===== config.mk =====
export PLATFORM = sky130hd
export DESIGN_NAME = eda_scan_ctrl
export DESIGN_NICKNAME = d
export VERILOG_FILES = /design/src/rtl/eda_pkg.sv /design/src/rtl/eda_win_cmp.sv /design/src/rtl/eda_scan_ctrl.sv
export SDC_FILE = /design/constraint.sdc
export NUM_CORES = 1
export LEC_CHECK = 0
export ABC_AREA = 1
export ABC_CLOCK_PERIOD_IN_PS = 1800
export CORE_MARGIN = 2
export CORE_UTILIZATION = 50
export DETAILED_ROUTE_END_ITERATION = 8
export DONT_BUFFER_PORTS = 1
export GPL_ROUTABILITY_DRIVEN = 1
export GPL_TIMING_DRIVEN = 0
export PLACE_DENSITY_LB_ADDON = 0.05
export SLEW_MARGIN = 20
export SYNTH_ARGS = -nofsm -noshare
export SYNTH_HDL_FRONTEND = slang
export SYNTH_SLANG_ARGS = --single-unit

===== constraint.sdc =====
create_clock -name clk -period 1.8 [get_ports clk]
set_clock_uncertainty 0.05 [all_clocks]
set_input_delay 0.18 -clock clk [delete_from_list [all_inputs] [get_ports clk]]
set_output_delay 0.18 -clock clk [all_outputs]
set_load 0.005 [all_outputs]

===== src/rtl/eda_pkg.sv =====
// Shared types and window/mask index constants for the regional-maximum engine.
package eda_pkg;

  typedef enum logic [1:0] {IDLE, LOAD, SCAN, DRAIN} scan_state_e;

  // Window slice indices: MSB slice is upper-left, LSB slice is lower-right.
  localparam int WIN_UL = 8, WIN_U = 7, WIN_UR = 6, WIN_L = 5, WIN_C = 4;
  localparam int WIN_R  = 3, WIN_DL = 2, WIN_D = 1, WIN_DR = 0;

  // Neighbour-valid mask bits. This ordering is the window ordering with the center removed.
  localparam int NB_UL = 7, NB_U = 6, NB_UR = 5, NB_L = 4;
  localparam int NB_R  = 3, NB_DL = 2, NB_D = 1, NB_DR = 0;

  function automatic int nb2win(input int k);
    return (k >= NB_L) ? k + 1 : k;
  endfunction

endpackage


===== src/rtl/eda_win_cmp.sv =====
// Combinational 3x3 local-maximum test: center vs. every masked-in neighbour.
// i_strict selects > (plateaus rejected) instead of >=.
module eda_win_cmp
  import eda_pkg::*;
#(
  parameter int PIXEL_WIDTH  = 8,
  parameter int WINDOW_WIDTH = 9
) (
  input  logic [PIXEL_WIDTH*WINDOW_WIDTH-1:0] i_window,
  input  logic [WINDOW_WIDTH-2:0]             i_mask,
  input  logic                                i_strict,
  output logic                                o_flag
);

  logic [PIXEL_WIDTH-1:0]  w_c;
  logic [WINDOW_WIDTH-2:0] w_ok;

  assign w_c = i_window[WIN_C*PIXEL_WIDTH +: PIXEL_WIDTH];

  for (genvar k = 0; k < WINDOW_WIDTH-1; k++) begin : g_nb
    localparam int S = nb2win(k);
    logic [PIXEL_WIDTH-1:0] w_nb;
    assign w_nb    = i_window[S*PIXEL_WIDTH +: PIXEL_WIDTH];
    assign w_ok[k] = !i_mask[k] || (i_strict ? (w_c > w_nb) : (w_c >= w_nb));
  end

  assign o_flag = &w_ok;

endmodule


===== src/rtl/eda_scan_ctrl.sv =====
// Frame load + window scan sequencer for the image window RAM.
// Define EDA_SCAN_STRICT_MAX_EN to use a strict > compare, so plateaus are not flagged.
module eda_scan_ctrl
  import eda_pkg::*;
#(
  parameter int M            = 16,
  parameter int N            = 16,
  parameter int PIXEL_WIDTH  = 8,
  parameter int WINDOW_WIDTH = 9,
  parameter int I_WIDTH      = $clog2(N),
  parameter int J_WIDTH      = $clog2(M),
  parameter int ADDR_WIDTH   = I_WIDTH + J_WIDTH
) (
  input  logic                                clk,
  input  logic                                reset,
  input  logic                                start,
  output logic                                busy,
  output logic                                done,
  input  logic                                s_valid,
  output logic                                s_ready,
  input  logic [PIXEL_WIDTH-1:0]              s_pixel,
  output logic                                ram_write_en,
  output logic [ADDR_WIDTH-1:0]               ram_wr_addr,
  output logic [PIXEL_WIDTH-1:0]              ram_pixel_in,
  output logic [ADDR_WIDTH-1:0]               ram_center_addr,
  input  logic [PIXEL_WIDTH*WINDOW_WIDTH-1:0] ram_window_values,
  input  logic [WINDOW_WIDTH-2:0]             ram_neigh_valid,
  output logic                                m_valid,
  input  logic                                m_ready,
  output logic [ADDR_WIDTH-1:0]               m_addr,
  output logic                                m_flag
);

  localparam logic [I_WIDTH-1:0] LAST_I = I_WIDTH'(N-1);
  localparam logic [J_WIDTH-1:0] LAST_J = J_WIDTH'(M-1);
`ifdef EDA_SCAN_STRICT_MAX_EN
  localparam logic STRICT = 1'b1;
`else
  localparam logic STRICT = 1'b0;
`endif

  scan_state_e           r_state;
  logic [I_WIDTH-1:0]    r_i;
  logic [J_WIDTH-1:0]    r_j;
  logic                  r_done;
  logic                  r_m_valid;
  logic                  r_m_flag;
  logic [ADDR_WIDTH-1:0] r_m_addr;

  logic [I_WIDTH-1:0]    w_i_nxt;
  logic [J_WIDTH-1:0]    w_j_nxt;
  logic                  w_last, w_hs, w_take, w_flag;

  // One {i,j} counter pair serves both phases: load address, then scan center.
  always_comb begin
    w_i_nxt = r_i;
    w_j_nxt = r_j + 1'b1;
    if (r_j == LAST_J) begin
      w_j_nxt = '0;
      w_i_nxt = r_i + 1'b1;
    end
  end

  assign w_last          = (r_i == LAST_I) && (r_j == LAST_J);
  assign busy            = (r_state != IDLE);
  assign s_ready         = (r_state == LOAD);
  assign w_hs            = s_valid & s_ready;
  assign ram_write_en    = w_hs;
  assign ram_wr_addr     = {r_i, r_j};
  assign ram_pixel_in    = s_pixel;
  assign ram_center_addr = {r_i, r_j};
  assign w_take          = (r_state == SCAN) && (!r_m_valid || m_ready);
  assign done            = r_done;
  assign m_valid         = r_m_valid;
  assign m_addr          = r_m_addr;
  assign m_flag          = r_m_flag;

  eda_win_cmp #(
    .PIXEL_WIDTH (PIXEL_WIDTH),
    .WINDOW_WIDTH(WINDOW_WIDTH)
  ) u_cmp (
    .i_window(ram_window_values),
    .i_mask  (ram_neigh_valid),
    .i_strict(STRICT),
    .o_flag  (w_flag)
  );

  always_ff @(posedge clk or posedge reset) begin
    if (reset) begin
      r_state   <= IDLE;
      r_i       <= '0;
      r_j       <= '0;
      r_done    <= 1'b0;
      r_m_valid <= 1'b0;
      r_m_flag  <= 1'b0;
      r_m_addr  <= '0;
    end else begin
      r_done <= 1'b0;
      if (r_m_valid && m_ready) r_m_valid <= 1'b0;
      unique case (r_state)
        IDLE: if (start) begin
          r_state <= LOAD;
          r_i     <= '0;
          r_j     <= '0;
        end
        LOAD: if (w_hs) begin
          if (w_last) begin
            r_state <= SCAN;
            r_i     <= '0;
            r_j     <= '0;
          end else begin
            r_i <= w_i_nxt;
            r_j <= w_j_nxt;
          end
        end
        SCAN: if (w_take) begin
          r_m_valid <= 1'b1;
          r_m_addr  <= {r_i, r_j};
          r_m_flag  <= w_flag;
          if (w_last) r_state <= DRAIN;
          else begin
            r_i <= w_i_nxt;
            r_j <= w_j_nxt;
          end
        end
        DRAIN: if (r_m_valid && m_ready) begin
          r_state <= IDLE;
          r_done  <= 1'b1;
        end
        default: r_state <= IDLE;
      endcase
    end
  end

endmodule

==> impl_results.md <==
* Worst min path class: primary input to register
* Critical Path Sink Type: register
* Placed cell area at 3070 sq um
* Mapped Area at 2980 sq um
* Post-detailed-route via-to-cell ratio at 4.83
* Headroom to the max-slew limit at 45.8%
* Hold_ws at 0.0575 ns
* Estimated wirelength of the detail-placed design at 5.40 mm
* CTS sink cnt at 21
* Mapped Avg Cell Area at 6.59 sq um
* Maximum root-to-sink buffer count at 2
* Global-route wire length before repair at 10.3 mm
* Count of placed standard cells in the final layout, fillers left out at 538
* Port Buffers at 0
* TritonCTS clock tree: done
* Min cycle time layout at 1.69 ns
* Number of antenna cells inserted at 0
* Synth Instances at 452
* Total Negative Setup Slacks at 0 ns
* Final-report setup violation count at 0
* Outcome: finished, final reports clean
* GR Overflow Total at 0
* Std-Cell Core Area at 5850 sq um
* Number of clock buffers inserted by TritonCTS at 3
* Pleak at 1.95 nW
* Row cnt at 28
* Relative area change from synthesis to final layout at 8.48%
* Later-pin clock latency in the skew report at 0.27 ns
* Effective utilization at floorplan at 50.9%
* Maximum number of pins on one net before global-route repair at 22
* Critical path arrival at 1.80 ns
* Layout cells sized above 1 at 9.94%
* Utilization after layout at 55.3%
* Layout filler cell count at between 500 and 600
* Total global routing track utilization at around a fifth
* Final period utilization at 93.8%
* Proportion of synthesized chip area in sequential cells at 17.6%
* Max stage delay on crit path at approximately 0.40 ns
* Die Y at 81.2 microns
* DRT iter0 DRCs at 46
* Final wirelength at 6.47 mm
* Number of pins with negative max-slew slack in the final report at 0
* Cell Pwr Density at 672 nW/um^2
* Total die area at between 6000 and 7000 sq um
* Vias in the first global route at 2,396
* Clk pin slew, worst setup/hold paths at 0.07 ns
* Number of nets with antenna violations after routing at 0
* Critical path peak fanout at 10
* Top delay family on crit path: simple AND/OR/NAND/NOR gates
* Number of DRC violations after detailed routing at 0
* Pre-Repair DR Iteration Count at 4
* Kind of start point of the critical path: register
* Initial antenna violation count at 0
* RSZ-0062 raised after global routing: true
* Cell-by-cell trace of the critical path: inv_1 -> ha_2 -> nand2_1 -> o211ai_1 -> nor2_2 -> nand2_4 -> inv_6 -> nand3_2 -> nand2_1 -> nor2_2
* CP bufs+invs at 2
* Post-route cell area at around 3200 sq um
* Routed len/inst at 12.0 microns
* H-Tree Level Count at 1
* Routability cong. at roughly 0.85
* Fmax achieved at 592 MHz
* Type of the worst setup path: register to register
* Mapped Nets at slightly above 600
* Die outline width at 81.2 microns
* Number of distinct library cells after synthesis at 25
* Instance count after placement with tap cells included at 527
* Required time at the endpoint of the critical path at 1.91 ns
* Clock Root Buffer: sky130_fd_sc_hd__clkbuf_8
* Number of warnings issued by yosys at 0
* Max-cap violations at 0
* VDD IR max at 0.000617 V
* Hold violation count in the final report at 0
* Library cell contributing the largest single delay on the critical path: sky130_fd_sc_hd__dfrtp_1
* Tightest Pin Transition at 0.812 ns
* # IOs at 131
* Total number of vias at 2,601
* Layout net count at 628
* #FFs+latches synth at 21
logic make-up (layout without fill, tap and decap cells):
logic type	count (synthesis)	after routing	synth area share (%)
AO/OA/AOI/OAI	36	36	6.30
buffers and inverters	126	137	18.0
XOR/XNOR	1	1	0.294
flip-flops	21	21	17.6
adder cells (fa/ha/maj)	71	71	29.8
AND/OR/NAND/NOR	197	197	28.0
cells in the mapped netlist:
master,n,area [sq um]
sky130_fd_sc_hd__nand2_2,2,12.5
sky130_fd_sc_hd__a21oi_1,16,80.1
sky130_fd_sc_hd__nand2_1,126,473
sky130_fd_sc_hd__o21ai_0,13,65.1
sky130_fd_sc_hd__ha_1,71,888
sky130_fd_sc_hd__o21ai_1,4,20.0
sky130_fd_sc_hd__inv_1,107,402
sky130_fd_sc_hd__nor2_1,36,135
sky130_fd_sc_hd__inv_4,1,6.26
sky130_fd_sc_hd__buf_4,16,120
sky130_fd_sc_hd__inv_2,1,3.75
sky130_fd_sc_hd__nand4_1,3,18.8
sky130_fd_sc_hd__nand3_1,13,65.1
sky130_fd_sc_hd__nand3_2,2,20.0
sky130_fd_sc_hd__nor2_2,3,18.8
sky130_fd_sc_hd__clkbuf_1,1,3.75
sky130_fd_sc_hd__nand2_4,1,11.3
sky130_fd_sc_hd__a21boi_1,1,7.51
sky130_fd_sc_hd__o21bai_1,1,7.51
sky130_fd_sc_hd__nor3_1,4,20.0
sky130_fd_sc_hd__dfrtp_1,21,526
sky130_fd_sc_hd__nand3b_1,5,37.5
sky130_fd_sc_hd__nor2_4,2,22.5
sky130_fd_sc_hd__xor2_1,1,8.76
sky130_fd_sc_hd__o211ai_1,1,7.51
worst min-delay path: cells and delay by family:
kind          cells  cell delay, ns
simple gates      2            0.12
buf+inv           1            0.03
cell usage in the layout (no fill, tap or decap), types with 2 or more instances in the layout:
cell type,instances
sky130_fd_sc_hd__nor2_2,3
sky130_fd_sc_hd__nand4_1,3
sky130_fd_sc_hd__ha_2,2
sky130_fd_sc_hd__nand3b_1,5
sky130_fd_sc_hd__dlygate4sd3_1,2
sky130_fd_sc_hd__inv_1,107
sky130_fd_sc_hd__nor3_1,3
sky130_fd_sc_hd__nor2_1,35
sky130_fd_sc_hd__dfrtp_2,2
sky130_fd_sc_hd__clkbuf_8,3
sky130_fd_sc_hd__nor2_4,3
sky130_fd_sc_hd__nand2_1,126
sky130_fd_sc_hd__ha_1,68
sky130_fd_sc_hd__o21ai_1,4
sky130_fd_sc_hd__o21ai_0,13
sky130_fd_sc_hd__nand3_1,13
sky130_fd_sc_hd__buf_4,21
sky130_fd_sc_hd__a21oi_1,16
sky130_fd_sc_hd__nand2_2,2
sky130_fd_sc_hd__dfrtp_1,19
per-stage QoR:
step / worst slack (ns) / total power, W
floorplan: 0.250 / 0.00149
global placement: -0.0320 / 0.00172
detailed placement: -0.0221 / 0.00173
CTS: 0.0227 / 0.00207
global route: -0.0274 / 0.00242
finish: 0.111 / 0.00217
timing repair:
| action | in CTS | in global routing |
|---|---|---|
| gates cloned | 0 | 0 |
| gates resized for setup | 2 | 12 |
| setup endpoints to repair | 9 | 17 |
| hold endpoints to repair | 22 | 0 |
| pin swaps | 0 | 2 |
| hold buffers | 2 | 0 |
| setup buffers | 0 | 5 |
sequential cells by signal, summed over array words and instances (netlist names):
| register | flops |
|---|---|
| m_addr | 8 |
| r_i | 4 |
| r_j | 4 |
| r_state | 2 |
| done | 1 |
| m_flag | 1 |
| m_valid | 1 |
layer usage:
layer | GRT usage (%) | routed length (microns)
met1 | 27.6 | 3180
met2 | 32.2 | 2800
met3 | 5.33 | 493
met4 | 1.02 | 0
met5 | 0 | 0
worst paths after layout:
kind,start,end,slack [ns],cells after the start
min in group asynchronous,reset,r_i[0]$_DFFE_PP0P_,0.46,2
min,m_ready,m_valid$_DFF_PP0_,0.06,3
max,r_state[1]$_DFFE_PP0P_,r_i[3]$_DFFE_PP0P_,0.11,10
min reg2reg,m_addr[7]$_DFFE_PP0P_,m_addr[7]$_DFFE_PP0P_,0.47,2
max in group asynchronous,reset,r_j[1]$_DFFE_PP0P_,0.69,2
max reg2reg,r_state[1]$_DFFE_PP0P_,r_i[3]$_DFFE_PP0P_,0.11,10
where the power goes:
group          switching [W]  internal, W  total (W)
registers          0.0000879     0.000559   0.000647
logic               0.000742     0.000472    0.00121
clock network       0.000159     0.000154   0.000314
total               0.000989      0.00119    0.00217
layout make-up:
cell class	count	area, sq um	area share (%)
timing repair buffer	7	57.6	1.78
sequential	21	528	16.3
clock buffer	3	41.3	1.28
multi-input combinational	305	1970	60.9
buffer	17	125	3.87
inverter	109	414	12.8
clock inverter	1	5.00	0.155
tap	75	93.8	2.90
(Power assumes the default switching activity.)
